==> src/rtl/par_serializer.sv <==
// par_serializer
//   Parallel-to-serial converter with one word of buffering. A word is
//   accepted into a holding register, then moved into a shift register
//   and sent one bit per clock. The holding register refills while the
//   shifter is busy, so consecutive words leave with no gap.
//
// Parameters
//   DATA_W     : parallel word width (2..64)
//   LSB_FIRST  : 0 = send pdata[DATA_W-1] first, 1 = send pdata[0] first
//   IDLE_LEVEL : sdata level whenever svalid is low
//
// Ports
//   clk     in   rising-edge clock
//   reset_n in   asynchronous active-low reset
//   pdata   in   parallel word, sampled only on accept
//   pvalid  in   pdata holds a word offered for transfer
//   pready  out  a word can be accepted this cycle (state only)
//   sdata   out  registered serial data
//   svalid  out  sdata carries a payload bit
//   sfirst  out  sdata is the first bit of a word
//   slast   out  sdata is the final bit of a word
//   busy    out  a word is held or being shifted
module par_serializer #(
    parameter int   DATA_W     = 16,
    parameter bit   LSB_FIRST  = 1'b0,
    parameter logic IDLE_LEVEL = 1'b0
) (
    input  logic              clk,
    input  logic              reset_n,
    input  logic [DATA_W-1:0] pdata,
    input  logic              pvalid,
    output logic              pready,
    output logic              sdata,
    output logic              svalid,
    output logic              sfirst,
    output logic              slast,
    output logic              busy
);

    localparam int CNT_W = (DATA_W > 1) ? $clog2(DATA_W) : 1;
    // Explicit terminal count so widths that are not a power of two stop
    // at the right bit instead of relying on counter wrap.
    localparam logic [CNT_W-1:0] LAST_CNT = CNT_W'(DATA_W - 1);

    typedef enum logic {
        IDLE  = 1'b0,
        SHIFT = 1'b1
    } state_t;

    state_t            state;
    logic              hold_full;
    logic [DATA_W-1:0] hold_q;
    logic [DATA_W-1:0] shift_q;
    logic [CNT_W-1:0]  cnt;

    logic accept;
    logic at_last;
    logic load;

    // Bit that leaves first from a word in the configured order.
    function automatic logic lead_bit(input logic [DATA_W-1:0] w);
        return LSB_FIRST ? w[0] : w[DATA_W-1];
    endfunction

    // Word with its leading bit consumed.
    function automatic logic [DATA_W-1:0] advance(input logic [DATA_W-1:0] w);
        return LSB_FIRST ? (w >> 1) : (w << 1);
    endfunction

    assign accept  = pvalid && !hold_full;
    assign at_last = (state == SHIFT) && (cnt == LAST_CNT);
    // The shifter takes the held word when idle or on its own last bit,
    // which is what removes the idle cycle between consecutive words.
    assign load    = hold_full && ((state == IDLE) || at_last);

    assign pready = !hold_full;
    assign svalid = (state == SHIFT);
    assign slast  = at_last;
    assign busy   = hold_full || (state == SHIFT);

    // Holding register payload; only meaningful while hold_full is set.
    always_ff @(posedge clk) begin
        if (accept) begin
            hold_q <= pdata;
        end
    end

    always_ff @(posedge clk or negedge reset_n) begin
        if (!reset_n) begin
            state     <= IDLE;
            hold_full <= 1'b0;
            shift_q   <= '0;
            cnt       <= '0;
            sdata     <= IDLE_LEVEL;
            sfirst    <= 1'b0;
        end else begin
            // accept and load are exclusive: accept needs hold empty,
            // load needs hold full.
            if (load) begin
                hold_full <= 1'b0;
            end else if (accept) begin
                hold_full <= 1'b1;
            end

            if (load) begin
                state   <= SHIFT;
                sdata   <= lead_bit(hold_q);
                shift_q <= advance(hold_q);
                cnt     <= '0;
                sfirst  <= 1'b1;
            end else if (at_last) begin
                state  <= IDLE;
                sdata  <= IDLE_LEVEL;
                cnt    <= '0;
                sfirst <= 1'b0;
            end else if (state == SHIFT) begin
                sdata   <= lead_bit(shift_q);
                shift_q <= advance(shift_q);
                cnt     <= cnt + CNT_W'(1);
                sfirst  <= 1'b0;
            end
        end
    end

endmodule
==> config.mk <==
export PLATFORM = sky130hd
export DESIGN_NAME = par_serializer
export DESIGN_NICKNAME = d
export VERILOG_FILES = /design/src/rtl/par_serializer.sv
export SDC_FILE = /design/constraint.sdc
export NUM_CORES = 1
export LEC_CHECK = 0
export ABC_CLOCK_PERIOD_IN_PS = 5000
export CAP_MARGIN = 30
export CORE_MARGIN = 10
export CORE_UTILIZATION = 56
export DETAILED_ROUTE_END_ITERATION = 8
export GPL_ROUTABILITY_DRIVEN = 0
export HOLD_SLACK_MARGIN = 0.08
export PLACE_DENSITY = 0.82
export SLEW_MARGIN = 0
export SYNTH_ARGS = -nofsm -noshare
export SYNTH_HDL_FRONTEND = slang
export SYNTH_SLANG_ARGS = --single-unit
==> constraint.sdc <==
create_clock -name clk -period 5 [get_ports clk]
set_input_delay 0.75 -clock clk [delete_from_list [all_inputs] [get_ports clk]]
set_output_delay 0.75 -clock clk [all_outputs]
set_load 0.01 [all_outputs]
; ---- Word-level counts from Yosys, hierarchy flattened
; Index checks and enable logic that the tools add are counted.
[word_totals]
ff_bits = 40
out_inout_bits = 6
[classes]
add_sub_neg = 1
eq_ne = 2
n_mux = 16
bitwise_logic = 1
reduce_logical = 11
[ops]
columns = operator, n
row1 = 2-to-1 mux 16 bit, 3
row2 = 2-to-1 mux 4 bit, 3
row3 = 2-to-1 mux 1 bit, 10
row4 = nonzero test 2 bit, 3
row5 = "adder 4 x 1 -> 4 bit, second input constant", 1
row6 = "== test 4 bit, second input constant", 1
row7 = logical AND 1 bit, 3
row8 = nonzero test 3 bit, 1
row9 = logical OR 1 bit, 2
row10 = "!= test 2 x 1 -> 1 bit, second input constant", 1
row11 = AND reduction 2 bit, 1
row12 = logical NOT 1 bit, 1
row13 = inverter 1 bit, 1

; ---- Longest topological paths before layout
; Gate-level depths: netlist (run 1).
[logic_depth]
word_depth = 6
ltp_mapped = 6
depth_no_buf = 4

; ---- Least setup slack after synthesis (run 1)
; OpenSTA, ideal clock, no wires.
[synth_timing]
path_kind = input to register
start = input port pvalid
end = register hold_q[0], enable pin
setup_ns = 0.392
t_arrival_ns = 1.547
required_ns = 4.608
path_slack_ns = 3.061
path_stages = 1
n_path_buf = 0
path_cell_list = nor2b_1
[synth_via]
elab_chain_cells = 1
[synth_lines]
columns = element, line
row1 = "start, declared", 31  ; input logic pvalid,
row2 = logical AND 1 bit, 70  ; assign accept = pvalid && !hold_full;
row3 = "end signal, assigned", 84  ; hold_q <= pdata;
row4 = "end, declared", 52  ; logic [DATA_W-1:0] hold_q;
; No other way between the ends.
; A chain may end at the register's enable or synchronous reset.

; ---- Worst setup path after layout (run 1)
[layout_timing]
start = register state, in the netlist svalid
end = output port busy
[layout_via]
elab_chain_cells = 1
[layout_lines]
columns = element, line
row1 = "start, declared", 50  ; state_t state;
row2 = "start signal, assigned", 90  ; state <= IDLE;
row3 = "start signal, assigned", 106  ; state <= SHIFT;
row4 = "start signal, assigned", 112  ; state <= IDLE;
row5 = logical OR 1 bit, 79  ; assign busy = hold_full || (state == SHIFT);
row6 = "end, declared", 37  ; output logic busy
; No other way between the ends.

==> results.json, run 1 <==
{
  "cts_tree": "done",
  "synth-seq-area-share_pct": 65.0,
  "grt_usage_pct": 12.4,
  "grt_pass1_wl_um": 5050,
  "grt-ovfl-total": 0,
  "ys.flop_type": "dfrtp_1",
  "initial_core_util_pct": 58.9,
  "synth_top_area_share_pct": 35.4,
  "fin_ws_ns": 2.21,
  "dpl_cell_area_um2": 1880,
  "synth_top_area_cell": "dfrtp_1",
  "multi_input_area_um2": 499,
  "fin_nets": 165,
  "end_kind": "output port",
  "max_stage_delay_ns": 0.79,
  "cts.repair.resized": 0,
  "die_h_um": 73.9,
  "reg2reg_from": "cnt[0]",
  "cp_max_fo": 24,
  "dr_total_vias": 1017,
  "ys.warnings.count": 0,
  "fin_crit_ns": 2.79,
  "tightest_slew_ns": 0.670,
  "layout_common_cells": "clkdlybuf4s50_1, dfrtp_1, mux2i_1, edfxtp_1, nand3_1",
  "cp-start-kind": "flop",
  "cts_buffers": 5,
  "via_per_inst": 5.75,
  "crit_chain": "nor2_1, inv_1, clkdlybuf4s50_1",
  "async_flop_share_pct": 59.0,
  "status": "finished clean",
  "grt_pass1_vias": 1065,
  "first_iter_violations": 126,
  "grt_max_degree": 25,
  "critical_path.startpoint": "svalid",
  "hold_viol_final": 0,
  "power.leakage_uw": 0.000861,
  "ant_nets": 0,
  "ir_drop_v": 0.000403,
  "p_per_area_nw_per_um2": 498,
  "tns_ns": 0,
  "cts_sinks": 39,
  "stdcell_area_um2": 1960,
  "syn2layout_area_growth_pct": 20.6,
  "drc": 0,
  "insertedDiodeCount": 0,
  "grt_antenna_before_repair": 0,
  "timing.hold.ws_ns": 0.508,
  "setup_viol": 0,
  "synthTopCellsByArea": "dfrtp_1, edfxtp_1, mux2i_1",
  "cts_buffer_depth": 2,
  "numPortBuffers": 24,
  "rsz0062_at_grt": "no",
  "postSynthCellCount": 119,
  "syn_avg_cell_area_um2": 13.6,
  "synth.distinct_cells": 27,
  "synth-seq-cells": 39,
  "finalCritPeriodShare_pct": 55.8,
  "cp.required_ns": 4.25,
  "path_clk_slew_ns": 0.11,
  "cts_hold_buf": 0,
  "final_common_cell": "clkdlybuf4s50_1",
  "worst-setup-path-type": "flop to output port",
  "synth_area_um2": 1620,
  "pre_cts_ws_ns": 2.61,
  "slew_headroom_pct": 55.4,
  "ios": 25,
  "critPathArrivalTime_ns": 2.04,
  "synth-edff-count": 16,
  "insertion_delay_ns": 0.35,
  "drt_wl_total_um": 3130,
  "core_area_um2": 2760,
  "hold_path_startpoint": "hold_q[0]",
  "clock_skew_ns": 0.00491,
  "htreeDepth": 2,
  "die_w_um": 73.9,
  "first_pass_iters": 4,
  "hp-class": "flop to flop",
  "nFillCells": 203,
  "die-area_um2": 5450,
  "post_cts_buffers": 0,
  "drive_gt1_share_pct": 15.1,
  "slew_viol_final": 0,
  "post-dp-hpwl_um": 2250,
  "drv_cap": 0,
  "seq_area_um2": 1060,
  "syn_nets": 139,
  "num_rows": 19,
  "wl_per_cell_um": 17.7,
  "fmax_mhz": 358,
  "clockRootBuffer": "clkbuf_4",
  "slowest_stage": "dfrtp_1"
}
## where the power goes
part           switching, uW  internal, uW
combinational            148           143
sequential              61.5           419
clock                    101           103
## worst max-delay path: cells and delay by family (launching register included)
| kind | cells | cell delay, ns |
|---|---|---|
| buf+inv | 2 | 0.67 |
| flops | 1 | 0.79 |
| simple gates | 1 | 0.23 |
## registers in the layout, indices dropped and copies added (netlist names)
| register | count |
|---|---|
| sdata | 1 |
| hold_full | 1 |
| hold_q | 16 |
| svalid | 1 |
| sfirst | 1 |
| shift_q | 15 |
| cnt | 4 |
## cell usage after synthesis, drive strengths merged (2+ instances only)
| master | count |
|---|---|
| nand4 | 2 |
| edfxtp | 16 |
| dfrtp | 23 |
| clkbuf | 4 |
| buf | 4 |
| o211ai | 2 |
| o21ai | 15 |
| nand3 | 16 |
| mux2i | 16 |
| nor2 | 4 |
| inv | 5 |
## logic make-up after synthesis
kind of cell	Yosys count	synth area share, %
compound gates	22	9.94
xor+xnor	1	0.539
fa+ha+maj	1	0.770
buf+inv	13	4.24
flops	39	65.0
mux	17	10.6
simple gates	26	8.94
## through the flow
| stage | total power [uW] | utilization [%] | cells |
|---|---|---|---|
| 2_1_floorplan | 693 | - | 119 |
| 3_3_place_gp | 755 | 67.7 | 168 |
| 3_5_place_dp | 782 | 68.3 | 169 |
| 4_1_cts | 983 | 71.1 | 177 |
| 5_1_grt | 1030 | 71.1 | 177 |
| 6_report | 975 | 71.1 | 177 |
## routing by layer
| metal | routed length, um | track usage, % | up-vias |
|---|---|---|---|
| met5 | 0 | 0 | - |
| met4 | 56 | 5.59 | 0 |
| met3 | 198 | 5.25 | 7 |
| met2 | 1630 | 20.3 | 34 |
| met1 | 1240 | 13.6 | 489 |
| li1 | - | - | 487 |
## area by class of cell
type / count / area share, %
Clock buffer: 5 / 1.92
Inverter: 5 / 0.958
Tap cell: 31 / 1.98
Multi-Input combinational cell: 67 / 25.5
Sequential cell: 39 / 53.9
Clock inverter: 3 / 1.98
Timing Repair Buffer: 27 / 13.8
## path summary, 6_finish.rpt
| kind | depth (start not counted) | slack, ns | endpoint |
|---|---|---|---|
| max in group asynchronous | 2 | 3.78 | cnt[3] |
| worst min-delay path | 2 | 0.51 | shift_q[1] |
| worst min register to register | 2 | 0.51 | shift_q[1] |
| worst max-delay path | 3 | 2.21 | busy |
| min in group asynchronous | 1 | 0.74 | sdata |
| worst max register to register | 4 | 3.36 | cnt[0] |
Power figures use the tool's default switching activity.
==> run 2: changes to the inputs <==
--- a/config.mk
+++ b/config.mk
@@ -5,14 +5,14 @@
 export SDC_FILE = /design/constraint.sdc
 export NUM_CORES = 1
 export LEC_CHECK = 0
-export ABC_CLOCK_PERIOD_IN_PS = 5000
+export ABC_CLOCK_PERIOD_IN_PS = 2400
 export CAP_MARGIN = 30
 export CORE_MARGIN = 10
-export CORE_UTILIZATION = 56
+export CORE_UTILIZATION = 47
 export DETAILED_ROUTE_END_ITERATION = 8
 export GPL_ROUTABILITY_DRIVEN = 0
 export HOLD_SLACK_MARGIN = 0.08
-export PLACE_DENSITY = 0.82
+export PLACE_DENSITY = 0.74
 export SLEW_MARGIN = 0
 export SYNTH_ARGS = -nofsm -noshare
 export SYNTH_HDL_FRONTEND = slang
==> constraint.sdc (replaced) <==
create_clock -name clk -period 2.4 [get_ports clk]
set_input_delay 0.36 -clock clk [delete_from_list [all_inputs] [get_ports clk]]
set_output_delay 0.36 -clock clk [all_outputs]
set_load 0.01 [all_outputs]
==> run 2 against run 1 <==
Compared with the run above:
- sequential share of layout area shrank 1.3 points
- clock skew grew 0.010 ns
- combinational power grew 120%
- first-iteration DRC count shrank 56%
- critical path type unchanged
- largest cell class unchanged
- highest routed layer unchanged
==> results.json, run 2 (synthesis results as in run 1) <==
{
  "htreeDepth": 2,
  "setup_viol": 0,
  "die_w_um": 78.8,
  "cts_hold_buf": 0,
  "cts_tree": "done",
  "end_kind": "output port",
  "slew_viol_final": 0,
  "die_h_um": 78.8,
  "numPortBuffers": 24,
  "ios": 25,
  "largestRegisters": "hold_q (16), shift_q (15), cnt (4)",
  "rsz0062_at_grt": "no",
  "critPathArrivalTime_ns": 1.87,
  "crit_chain": "ha_2, nand3_4, nor2_1, clkdlybuf4s50_1",
  "grt_max_degree": 24,
  "core_area_um2": 3340,
  "drt_wl_total_um": 3030,
  "multi_input_area_um2": 502,
  "stdcell_area_um2": 2010,
  "hp-class": "input port to async pin",
  "finalCritPeriodShare_pct": 93.0,
  "hold_viol_final": 0,
  "grt_pass1_wl_um": 5210,
  "cp_max_fo": 10,
  "fmax_mhz": 448,
  "cts_buffers": 5,
  "cp.required_ns": 2.04,
  "grt_pass1_vias": 1129,
  "cts_buffer_depth": 2,
  "first_iter_violations": 56,
  "regToRegEndpoint": "cnt[0]",
  "seq_area_um2": 1060,
  "slew_headroom_pct": 79.9,
  "final_common_cell": "clkdlybuf4s50_1",
  "nFillCells": 296,
  "power.leakage_uw": 0.000879,
  "cts_sinks": 39,
  "wl_per_cell_um": 15.2,
  "grt-ovfl-total": 0,
  "r2r_slack_ns": 0.74,
  "grt_usage_pct": 10.7,
  "die-area_um2": 6210,
  "tightest_slew_ns": 0.301,
  "via_per_inst": 5.09,
  "p_per_area_nw_per_um2": 970,
  "fin_crit_ns": 2.23,
  "syn2layout_area_growth_pct": 23.6,
  "tns_ns": 0,
  "largest-register": "hold_q",
  "dr_total_vias": 1017,
  "worstRegToRegCells": 5,
  "path_clk_slew_ns": 0.12,
  "max_stage_delay_ns": 0.54,
  "first_pass_iters": 4,
  "drv_cap": 0,
  "clockRootBuffer": "clkbuf_4",
  "worst-setup-path-type": "flop to output port",
  "ir_drop_v": 0.000456,
  "timing.hold.ws_ns": 0.350,
  "status": "finished clean",
  "ant_nets": 0,
  "grt_antenna_before_repair": 0,
  "slowest_stage": "clkdlybuf4s50_1",
  "cp-start-kind": "flop",
  "power_uw": 1950,
  "reg2reg_from": "cnt[0]",
  "insertedDiodeCount": 0,
  "post-dp-hpwl_um": 2130,
  "largest_reg_flops": 16,
  "insertion_delay_ns": 0.35,
  "drive_gt1_share_pct": 19.5,
  "dpl_cell_area_um2": 1920,
  "layout_common_cells": "clkdlybuf4s50_1, dfrtp_1, mux2i_1, edfxtp_1, nand3_1",
  "clock_skew_ns": 0.0151,
  "initial_core_util_pct": 48.7,
  "drc": 0,
  "fin_nets": 173,
  "num_rows": 21
}
## run 2: cell count changes in the layout (fill, tap and decap cells not counted), sizes merged
cell    previous run  this run
bufinv             1         0
clkinv             2         1
clkbuf             5         7
buf                3        11
## run 2: repair_timing
action                                 in CTS  in global routing
endpoints found under the hold margin       0                  0
gates resized for setup                     0                  1
setup endpoints to repair                   0                  1
buffers inserted                            0                  5
## run 2: cell type report
type                    instances  share of cell area, %
multi-input cells              67                   25.0
clock inverters                 1                  0.249
inverters                       5                  0.935
repair buffers                 35                   16.1
well taps                      46                   2.87
flip-flops and latches         39                   52.6
clock buffers                   7                   2.24
## run 2: stage by stage
| step | util [%] | instances | setup slack, ns |
|---|---|---|---|
| 4_1_cts | 58.9 | 195 | 0.0140 |
| 3_5_place_dp | 57.4 | 187 | 0.419 |
| 2_1_floorplan | - | 119 | 0.749 |
| 6_report | 60.1 | 200 | 0.169 |
| 5_1_grt | 60.1 | 200 | 0.0655 |
| 3_3_place_gp | 57.4 | 187 | 0.496 |
## run 2: metal layers
layer	routed length [um]	GRT usage [%]	vias up
met5	0	0	-
met4	45	4.30	0
met3	136	4.62	5
met2	1550	18.3	17
met1	1300	11.4	489
li1	-	-	506
## run 2: critical path, delay by kind of cell, from the launching register on
family                     cells  cell delay [ns]
and+or+nand+nor                2             0.28
adders and majority gates      1             0.27
buffers and inverters          1             0.54
DFF                            1             0.43
## run 2: worst max-delay path by stage
| stage | slack [ns] | endpoint | cells after the start | start |
|---|---|---|---|---|
| 5_1_grt | 0.07 | slast | 4 | cnt[0] |
| 3_3_place_gp | 0.50 | slast | 4 | cnt[0] |
| 6_report | 0.17 | slast | 4 | cnt[0] |
| 4_1_cts | 0.01 | slast | 4 | cnt[0] |
| 2_1_floorplan | 0.75 | hold_q[0] | 2 | hold_full |
| 3_5_place_dp | 0.42 | slast | 4 | cnt[0] |
## run 2: power by group
part	switching (uW)	leakage, uW	internal, uW
Combinational	309	0.000406	328
Clock	203	0.0000293	114
Sequential	119	0.000444	874
==> run 3: changes to the inputs <==
--- a/config.mk
+++ b/config.mk
@@ -8,11 +8,10 @@
 export ABC_CLOCK_PERIOD_IN_PS = 2400
 export CAP_MARGIN = 30
 export CORE_MARGIN = 10
-export CORE_UTILIZATION = 47
+export CORE_UTILIZATION = 36
 export DETAILED_ROUTE_END_ITERATION = 8
 export GPL_ROUTABILITY_DRIVEN = 0
 export HOLD_SLACK_MARGIN = 0.08
-export PLACE_DENSITY = 0.74
 export SLEW_MARGIN = 0
 export SYNTH_ARGS = -nofsm -noshare
 export SYNTH_HDL_FRONTEND = slang
==> constraint.sdc (replaced) <==
create_clock -name clk -period 2.4 [get_ports clk]
set_input_delay 0.36 -clock clk [delete_from_list [all_inputs] [get_ports clk]]
set_output_delay 0.36 -clock clk [all_outputs]
set_load 0.05 [all_outputs]
==> run 3 against run 2 <==
Compared with the run above:
- via count decreased by 0.49%
- die area increased by 22%
- routed wire length decreased by 0.20%
- register-to-register slack improved by 0.02 ns
- first-iteration DRC count increased by 34%
- hold slack improved by 0.060 ns
- non-clock buffer count decreased by 6
- clock-buffer cell count unchanged
- global-route usage decreased by 2.2 points
- sequential cell count unchanged
- critical path depth unchanged
- sequential share of layout area decreased by 0.16 points
- critical path type unchanged
- critical endpoint unchanged
==> results.json, run 3 (synthesis results as in run 1) <==
{
  "status": "finished clean",
  "cp_num_cells": 4,
  "final_common_cell": "dfrtp_1",
  "insertion_delay_ns": 0.29,
  "p_per_area_nw_per_um2": 1040,
  "cts_hold_buf": 0,
  "crit_chain": "ha_1, nand3_4, nor2_1, buf_4",
  "largest_reg_flops": 16,
  "die_w_um": 87.2,
  "tightest_slew_ns": 0.509,
  "first_pass_iters": 4,
  "rsz0062_at_grt": "no",
  "insertedDiodeCount": 0,
  "largest-register": "hold_q",
  "dpl_cell_area_um2": 1920,
  "power_uw": 2100,
  "post-dp-hpwl_um": 2030,
  "critPathBufInv": 1,
  "cts_tree": "done",
  "dp.cells": 192,
  "syn2layout_area_growth_pct": 24.0,
  "fin_util_pct": 46.2,
  "cts_buffers": 5,
  "cp_max_fo": 17,
  "drive_gt1_share_pct": 18.2,
  "power.leakage_uw": 0.000883,
  "max_stage_delay_ns": 0.40,
  "regToRegEndpoint": "cnt[0]",
  "hp-class": "input port to async pin",
  "worstRegToRegCells": 4,
  "die_h_um": 87.2,
  "die-area_um2": 7600,
  "worst-setup-path-type": "flop to output port",
  "grt_pass1_wl_um": 5060,
  "grt-ovfl-total": 0,
  "slew_headroom_pct": 66.0,
  "ir_drop_v": 0.000464,
  "largestRegisters": "hold_q (16), shift_q (15), cnt (4)",
  "via_per_inst": 5.06,
  "cp-start-kind": "flop",
  "initial_core_util_pct": 37.3,
  "setup_viol": 0,
  "numPortBuffers": 24,
  "end_kind": "output port",
  "finalCritPeriodShare_pct": 80.9,
  "layout_common_cells": "dfrtp_1, clkdlybuf4s50_1, mux2i_1, edfxtp_1, nand3_1",
  "ios": 25,
  "first_iter_violations": 75,
  "crit_family": "flip-flops",
  "post_cts_buffers": 0,
  "r2r_slack_ns": 0.76,
  "cts_sinks": 39,
  "grt_pass1_vias": 1062,
  "num_rows": 24,
  "clock_skew_ns": 0.00969,
  "wl_per_cell_um": 15.1,
  "drc": 0,
  "drv_cap": 0,
  "grt_usage_pct": 8.52,
  "grt_max_degree": 24,
  "ant_nets": 0,
  "fmax_mhz": 515,
  "slew_viol_final": 0,
  "instances_no_fill": 200,
  "cp.required_ns": 2.04,
  "fin_crit_ns": 1.94,
  "grt_antenna_before_repair": 0,
  "slowest_stage": "dfrtp_1",
  "cts.repair.resized": 0,
  "htreeDepth": 2,
  "dr_total_vias": 1012,
  "tns_ns": 0,
  "stdcell_area_um2": 2010,
  "multi_input_area_um2": 499,
  "fin_nets": 167,
  "core_area_um2": 4350,
  "reg2reg_from": "cnt[0]",
  "nFillCells": 381,
  "cts_buffer_depth": 2,
  "hold_viol_final": 0,
  "drt_wl_total_um": 3030,
  "path_clk_slew_ns": 0.08,
  "clockRootBuffer": "clkbuf_8",
  "seq_area_um2": 1060,
  "critPathArrivalTime_ns": 1.58
}
[run 3: power breakdown]
part,leakage (uW),internal [uW],switching [uW],total [uW]
Combinational,0.000391,302,343,646
Sequential,0.000444,875,139,1010
Clock,0.0000482,232,212,444
Total,0.000883,1410,695,2100
[run 3: per-stage QoR]
stage	worst slack [ns]	hold WS [ns]
2_1_floorplan	0.314	0.0644
6_report	0.459	0.410
3_3_place_gp	0.829	0.483
4_1_cts	0.444	0.416
5_1_grt	0.373	0.438
3_5_place_dp	0.779	0.490
[run 3: per-layer routing]
metal  track usage, %  up-vias  routed length (um)
met5                0        -                   0
met4             3.91        0                  39
met2             12.5       29                1500
met1             10.3      488                1290
met3             4.03        4                 196
li1                 -      491                   -
[run 3: layout make-up]
type	instances	share of cell area [%]
flip-flops and latches	39	52.5
inverters	5	0.932
repair buffers	29	14.0
multi-input cells	67	24.8
clock inverters	1	0.249
well taps	52	3.23
clock buffers	7	4.29
[run 3: worst max path at each step]
| stage | startpoint | to | slack, ns |
|---|---|---|---|
| 6_report | cnt[0] | slast | 0.46 |
| 5_1_grt | cnt[0] | slast | 0.37 |
| 4_1_cts | cnt[0] | slast | 0.44 |
| 3_5_place_dp | cnt[0] | slast | 0.78 |
| 3_3_place_gp | cnt[0] | slast | 0.83 |
| 2_1_floorplan | svalid | slast | 0.31 |
